<file path="src/rtl/instr_fetch.sv">
// -----------------------------------------------------------------------------
// instr_fetch
//
// Single-outstanding instruction fetch unit. It requests one word from
// instruction memory, waits for the response, holds that word for the decoder,
// and on consumption computes the next PC from the decoder's control outputs.
//
// Ports
//   clk          clock; all state changes on the rising edge
//   rst_n        asynchronous active-low reset
//   imem_req     fetch request strobe (high only in the request state)
//   imem_addr    fetch address (always equal to pc)
//   imem_rvalid  memory response valid (only honoured while waiting)
//   imem_rdata   memory response word
//   instr        held instruction word (NOP_INSTR when nothing is held)
//   instr_pc     address of instr
//   instr_valid  instr is valid and unconsumed
//   instr_ready  downstream consume strobe
//   enpc         decoder permits the PC to advance
//   jal/jalr/b   decoder control-flow selects for the held instruction
//   flag         ALU branch condition for the held instruction
//   imm_j/b/i    sign-extended immediates of the held instruction
//   rs1_data     register-file rs1 value used by jalr
//   instret      count of consumed instructions (wraps at 2^32)
//   err          sticky misaligned-next-PC flag; the unit halts when it sets
// -----------------------------------------------------------------------------
module instr_fetch #(
    parameter logic [31:0] RESET_PC  = 32'h0000_0000,
    parameter logic [31:0] NOP_INSTR = 32'h0000_0013
) (
    input  logic        clk,
    input  logic        rst_n,
    output logic        imem_req,
    output logic [31:0] imem_addr,
    input  logic        imem_rvalid,
    input  logic [31:0] imem_rdata,
    output logic [31:0] instr,
    output logic [31:0] instr_pc,
    output logic        instr_valid,
    input  logic        instr_ready,
    input  logic        enpc,
    input  logic        jal,
    input  logic        jalr,
    input  logic        b,
    input  logic        flag,
    input  logic [31:0] imm_j,
    input  logic [31:0] imm_b,
    input  logic [31:0] imm_i,
    input  logic [31:0] rs1_data,
    output logic [31:0] instret,
    output logic        err
);

    localparam logic [1:0] ST_REQ  = 2'd0;
    localparam logic [1:0] ST_WAIT = 2'd1;
    localparam logic [1:0] ST_HOLD = 2'd2;
    localparam logic [1:0] ST_HALT = 2'd3;

    logic [1:0]  state_q, state_d;
    logic [31:0] pc_q, pc_d;
    logic [31:0] instr_q, instr_d;
    logic [31:0] instr_pc_q, instr_pc_d;
    logic [31:0] instret_q, instret_d;
    logic        err_q, err_d;

    logic [31:0] jalr_sum;
    logic [31:0] next_pc;
    logic        consume;
    logic        misaligned;

    // Next-PC selection. jalr clears bit 0 of its target before the alignment
    // check, so an odd jalr target is legal but a target with bit 1 set is not.
    always_comb begin
        jalr_sum = rs1_data + imm_i;
        if (jalr) begin
            next_pc = {jalr_sum[31:1], 1'b0};
        end else if (jal) begin
            next_pc = instr_pc_q + imm_j;
        end else if (b && flag) begin
            next_pc = instr_pc_q + imm_b;
        end else begin
            next_pc = instr_pc_q + 32'd4;
        end
    end

    assign consume    = (state_q == ST_HOLD) && instr_ready && enpc;
    assign misaligned = (next_pc[1:0] != 2'b00);

    always_comb begin
        state_d    = state_q;
        pc_d       = pc_q;
        instr_d    = instr_q;
        instr_pc_d = instr_pc_q;
        instret_d  = instret_q;
        err_d      = err_q;
        case (state_q)
            ST_REQ: begin
                state_d = ST_WAIT;
            end
            ST_WAIT: begin
                if (imem_rvalid) begin
                    instr_d    = imem_rdata;
                    instr_pc_d = pc_q;
                    state_d    = ST_HOLD;
                end
            end
            ST_HOLD: begin
                if (consume) begin
                    instret_d = instret_q + 32'd1;
                    instr_d   = NOP_INSTR;
                    if (misaligned) begin
                        // The faulting target is never fetched; pc keeps the
                        // address of the instruction that caused it.
                        err_d   = 1'b1;
                        state_d = ST_HALT;
                    end else begin
                        pc_d    = next_pc;
                        state_d = ST_REQ;
                    end
                end
            end
            default: begin
                state_d = ST_HALT;
            end
        endcase
    end

    always_ff @(posedge clk or negedge rst_n) begin
        if (!rst_n) begin
            state_q    <= ST_REQ;
            pc_q       <= RESET_PC;
            instr_q    <= NOP_INSTR;
            instr_pc_q <= RESET_PC;
            instret_q  <= 32'd0;
            err_q      <= 1'b0;
        end else begin
            state_q    <= state_d;
            pc_q       <= pc_d;
            instr_q    <= instr_d;
            instr_pc_q <= instr_pc_d;
            instret_q  <= instret_d;
            err_q      <= err_d;
        end
    end

    assign imem_req    = (state_q == ST_REQ);
    assign imem_addr   = pc_q;
    assign instr_valid = (state_q == ST_HOLD);
    assign instr       = instr_q;
    assign instr_pc    = instr_pc_q;
    assign instret     = instret_q;
    assign err         = err_q;

endmodule

</file>
<file path="config.mk">
export PLATFORM = sky130hd
export DESIGN_NAME = instr_fetch
export DESIGN_NICKNAME = d
export VERILOG_FILES = /design/src/rtl/instr_fetch.sv
export SDC_FILE = /design/constraint.sdc
export NUM_CORES = 1
export LEC_CHECK = 0
export CORE_MARGIN = 1
export CORE_UTILIZATION = 50
export DETAILED_ROUTE_END_ITERATION = 6
export GPL_ROUTABILITY_DRIVEN = 0
export HOLD_SLACK_MARGIN = 0.15
export PLACE_DENSITY_LB_ADDON = 0.12
export SYNTH_ARGS = -nofsm -noshare
export SYNTH_HDL_FRONTEND = slang
export SYNTH_SLANG_ARGS = --single-unit
</file>
<file path="constraint.sdc">
create_clock -name clk -period 3.51 [get_ports clk]
set_input_delay 0.702 -clock clk [delete_from_list [all_inputs] [get_ports clk]]
set_output_delay 0.702 -clock clk [all_outputs]
set_load 0.005 [all_outputs]
</file>
==> results of run 1 <==
==> flip-flops by register name (all words and copies together) (netlist names) <==
register	count
err	1
imem_addr	32
instr	32
instr_pc	32
instret	32
state_q	2
==> per-stage QoR <==
step	instances	instance area, sq um	utilization [%]	TNS (ns)
floorplan	1344	11120	-	0
global placement	2017	15370	70.42	-4.620
detailed placement	2017	15370	70.42	-5.552
CTS	2049	15960	73.12	0
global route	2050	16070	73.65	-0.07065
finish	2050	16070	73.65	0
==> path summary, 6_finish.rpt <==
| check | endpoint | slack [ns] | cells past startpoint |
|---|---|---|---|
| max in group asynchronous | imem_addr[22] | 2.28 | 2 |
| min | instret[28] | 0.38 | 1 |
| max | imem_addr[28] | 0.14 | 14 |
| min reg2reg | instr[13] | 0.47 | 2 |
| max reg2reg | imem_addr[30] | 0.16 | 12 |
| min in group clk | instr[13] | 0.47 | 2 |
==> area by class of cell <==
cell class              count  area [sq um]
well taps                 280         350.3
flip-flops and latches    131          3283
inverters                  19         71.32
multi-input cells        1141          7675
clock buffers              17         425.4
repair buffers            447          4110
fillers                  1722          5751
clock inverters            15         157.7
==> critical path, cell delays in order <==
cell             delay [ns]
clkdlybuf4s50_1        0.40
ha_1                   0.21
fa_1                   0.41
a21oi_2                0.18
o211ai_1               0.14
a221oi_2               0.25
buf_4                  0.17
nor4_2                 0.06
nor3_2                 0.23
o211ai_1               0.18
a21oi_1                0.20
xor2_1                 0.22
a221oi_2               0.09
a22o_1                 0.22
==> cell families after synthesis <==
kind of cell / share of synthesized area, %
AOI/OAI and AO/OA: 21.52
DFF: 29.51
and+or+nand+nor: 20.89
adders and majority gates: 11.11
buffers and inverters: 2.509
muxes: 4.061
xor gates and xnor gates: 10.39
==> routing by layer <==
| metal | GRT usage (%) | part of all wire (%) | vias up |
|---|---|---|---|
| met1 | 43.47 | 42 | 5550 |
| met5 | 0 | 0 | - |
| met4 | 12.25 | 2.9 | 0 |
| li1 | - | - | 5723 |
| met3 | 5.241 | 8.8 | 62 |
| met2 | 52.50 | 46 | 586 |
==> power by group through the flow <==
stage	sequential (uW)	combinational, uW	clock (uW)
finish	2480	5030	1800
detailed placement	2480	4860	0
floorplan	2400	2570	0
CTS	2460	4920	1820
global route	2540	5480	1900
global placement	2460	4760	0
==> placed cells by master (no fill, tap or decap), types with 36 or more instances in the layout <==
master	netlist	routed
a21o_1	36	36
a21oi_1	120	119
buf_4	0	148
clkdlybuf4s50_1	0	293
dfrtp_1	128	127
ha_1	94	91
nand2_1	184	184
nand3_1	70	70
nor2_1	109	107
o21ai_0	72	72
xnor2_1	83	83
xor2_1	49	49
==> what timing repair did <==
action	4_1_cts	5_1_grt
resized for setup	1	22
setup endpoints to repair	5	12
pin swaps	3	15
buffers inserted	0	1
==> metrics, run 1 <==
run status=complete, no violations; most common cell in the netlist=nand2_1; vias in the first global route=11,220; synth top area cells=dfrtp_1, ha_1, xnor2_1; Worst-Margin Slew=0.9615 ns; Worst EP required=3.82 ns; port bufs=299; Worst setup SP type=primary input; switching share of total power=39.84%; final critical-path required period=3.372 ns; largest net degree at the start of global routing=103; root buffer cell=clkbuf_16; htree depth=4; GRT Residual Overflow=0; P&R area growth vs syn=44.52%; Layout Skew=0.01673 ns; Warnings, synthesis=0; die width=151.1 microns; layout cells sized above 1=14.35%; Post-Route WL=37,220 microns; Avg Vias per Cell=5.815; Total Routing Usage GR=32.48%; io pins=300; Longest Clk Path Bufs=2; DR DRC count=0; leak pwr=0.007370 uW; ys async rst share=100.0%; area leader, netlist=dfrtp_1; Skew-Pair Late Insertion Delay=0.43 ns; CP arrival=3.68 ns; period utilisation layout=96.06%; # rows=54; crit-path max FO=2; Crit Path Category=primary input to flip-flop; Initial Utilization=50.96%; Final setup viols=0; sequential share of power=26.7%; nature of the critical path endpoint=flip-flop; final hold slack=0.3770 ns; Worst R2R Start=instr_pc[0]; Hold-fix buffers, CTS=0; switching pwr=3712 uW; ant diodes=0; Internal=5604 uW; wire per inst=18.16 microns; Yosys reg bits=131; VDD IR max=0.3336 mV; die area=22,840 sq um; Slew Viols, Final=0; Post-Syn Area=11,120 sq um; Core Box Area=21,820 sq um; maxcap violations=0; Tightest Hold Check Type=primary input to async pin; # nets final=2,023; Placement Setup Slack=-0.5628 ns; Synthesized Nets=1,610; CP startpoint=imm_j[0]; first-pass GRT wire length=57,520 microns; drt pass-1 iters=6; Top FF cell, synth=dfrtp_1; Die Height=151.1 microns; TritonCTS buffer count=17; clk slew on worst S/H paths=0.07 ns; Iteration-0 DRC Markers=967; CTS tree=yes; Max Fclk=0.2966 GHz; area fraction of the dominant cell type after synthesis=28.80%; Unique masters post-synth=74; Final Hold Viols=0; Mapped Cells=1,344; Comb pwr share=54.0%; Commonest cells post-synth=nand2_1, dfrtp_1, a21oi_1; via count=11,920; clock sink total=131; final total power=9316 uW; Slew HR=35.90%; Detail Route Antenna Nets=0; Post-synth EDFFs=0; RSZ-0062 raised after global routing=yes; post-route setup slack=0.1383 ns; clock power share=19.4%; hpwl dp=28,860 microns; initial antenna violation count=0; Syn Area/Cell=8.275 sq um; sequential-to-total area share from yosys stat=29.51%; Power per Cell Area=579.6 nW/um^2
Note: power is estimated with default switching activity, not from simulation.
==> run 2, diff against run 1 <==
- HOLD_SLACK_MARGIN: 0.15 -> 0.03
==> results of run 2 <==
The final DEF is identical to that of run 1; final timing and power are the same.
==> run 3, diff against run 2 <==
- CORE_UTILIZATION: 50 -> 45
==> metrics, run 3 (synthesis gave the netlist of run 1 again) <==
run status=complete, no violations; initial antenna violation count=1; Tightest Hold Check Type=primary input to async pin; Layout Skew=0.01038 ns; # rows=57; Worst setup SP type=primary input; sequential share of power=26.6%; root buffer cell=clkbuf_16; slowest stage delay, CP=0.46 ns; GRT Residual Overflow=0; DR DRC count=0; commonest non-fill, non-tap cell in the layout=clkdlybuf4s50_1; Post-Route WL=37,470 microns; port bufs=299; clock sink total=131; Skew-Pair Late Insertion Delay=0.43 ns; Worst-Margin Slew=1.202 ns; Multi-input gate area=7624 sq um; Max Fclk=0.2972 GHz; switching share of total power=39.74%; maxcap violations=0; Area after DPL=15,540 sq um; nature of the critical path endpoint=flip-flop; # fillers=2,091; first-pass GRT wire length=59,810 microns; VDD IR max=0.4331 mV; Slowest cell on crit path=clkdlybuf4s50_1; Hold-fix buffers, CTS=0; htree depth=4; most frequent cells in the layout=clkdlybuf4s50_1, nand2_1, buf_4, dfrtp_1, a21oi_1; Internal=5648 uW; Detail Route Antenna Nets=0; P&R area growth vs syn=45.60%; die width=159.2 microns; Total Routing Usage GR=29.55%; Critical Path, Cell by Cell=clkdlybuf4s50_1, fa_2, a21o_1, a221o_1, and3b_2, a2111oi_4, a211oi_2, a41o_1, xor2_1, o21ai_1, a221oi_2, a22o_1; switching pwr=3724 uW; io pins=300; Slew Viols, Final=0; Power per Cell Area=578.8 nW/um^2; Slew HR=19.81%; design area=16,190 sq um; Placed Cells=2,073; Comb pwr share=54.0%; Avg Vias per Cell=5.685; vias in the first global route=11,470; Core Box Area=24,250 sq um; Non-Filler Instances=2,108; CP arrival=3.69 ns; Final Hold Viols=0; hpwl dp=28,990 microns; clock power share=19.4%; final critical-path required period=3.365 ns; wire per inst=17.77 microns; Top delay family on crit path=compound AO/OA/AOI/OAI gates; Worst EP required=3.83 ns; layout cells sized above 1=14.75%; die area=25,350 sq um; largest net degree at the start of global routing=68; CTS tree=yes; TritonCTS buffer count=17; # nets final=2,036; final hold slack=0.2511 ns; Buf/Inv on CP=1; Iteration-0 DRC Markers=936; Final setup viols=0; period utilisation layout=95.86%; drt pass-1 iters=6; Longest Clk Path Bufs=2; leak pwr=0.007409 uW; clk slew on worst S/H paths=0.07 ns; via count=11,980; Crit Path Category=primary input to flip-flop; crit-path max FO=4; Die Height=159.2 microns; Initial Utilization=45.87%; register area=3282 sq um
==> run 3: changes by cell type in the layout (fill, tap and decap cells not counted), moves of 2 or more <==
cell	before	now
ha_4	3	0
a211oi_2	2	4
o311ai_1	0	2
ha_2	0	2
a211oi_1	31	29
buf_12	0	2
dlymetal6s2s_1	4	1
clkdlybuf4s50_1	293	296
buf_4	148	159
o311ai_0	4	2
==> run 3: layer usage <==
layer  global-route usage (%)  vias to the layer above  routed length, microns
met5                        0                        -                       0
met4                    13.29                        0                    1343
met3                    5.079                       81                    3068
met2                    45.71                      567                   16190
met1                    40.43                     5589                   16870
li1                         -                     5746                       -
==> run 3: cell type report <==
| type | instances | share of cell area, % |
|---|---|---|
| flip-flops and latches | 131 | 20.27 |
| repair buffers | 460 | 26.09 |
| clock inverters | 15 | 0.9736 |
| clock buffers | 17 | 2.627 |
| diodes | 1 | 0.01545 |
| well taps | 324 | 2.503 |
| inverters | 19 | 0.4404 |
| multi-input cells | 1141 | 47.08 |
==> run 3: per-stage QoR <==
step           utilization (%)  power (uW)  worst slack (ns)   TNS, ns
2_1_floorplan                -        4967           0.01394         0
3_3_place_gp             64.08        7339           -0.5299    -4.418
3_5_place_dp             64.08        7417           -0.5858    -5.200
4_1_cts                  66.54        9297           0.01156         0
5_1_grt                  66.78        9961          -0.02208  -0.02208
6_report                 66.78        9372            0.1453         0
==> run 3: worst register-to-register path: cells and delay by family (launching register included) <==
kind	cells	cell delay, ns
compound gates	6	1.27
fa+ha+maj	2	0.55
simple gates	4	0.50
flops	1	0.39
buf+inv	2	0.34
==> run 3: worst paths after layout <==
path | start | slack (ns) | end | cells after the start
hold reg to reg | instr[3] | 0.47 | instr[3] | 2
setup / recovery | imm_b[1] | 0.15 | imem_addr[28] | 12
setup reg to reg | instr_pc[0] | 0.32 | imem_addr[30] | 14
min in group clk | instr[3] | 0.47 | instr[3] | 2
hold / removal | rst_n | 0.25 | instret[28] | 1
max in group asynchronous | rst_n | 2.45 | imem_addr[21] | 2
==> run 3: power groups by stage <==
stage               sequential (uW)  clock (uW)  combinational [uW]
floorplan                      2400           0                2570
global placement               2480           0                4860
detailed placement             2490           0                4930
CTS                            2470        1840                4980
global route                   2540        1890                5520
finish                         2490        1820                5060
==> run 3: what timing repair did <==
| item | CTS | global route |
|---|---|---|
| resized for setup | 4 | 13 |
| endpoints found under the setup margin | 4 | 12 |
| pin swaps | 8 | 13 |
| setup buffers | 1 | 1 |
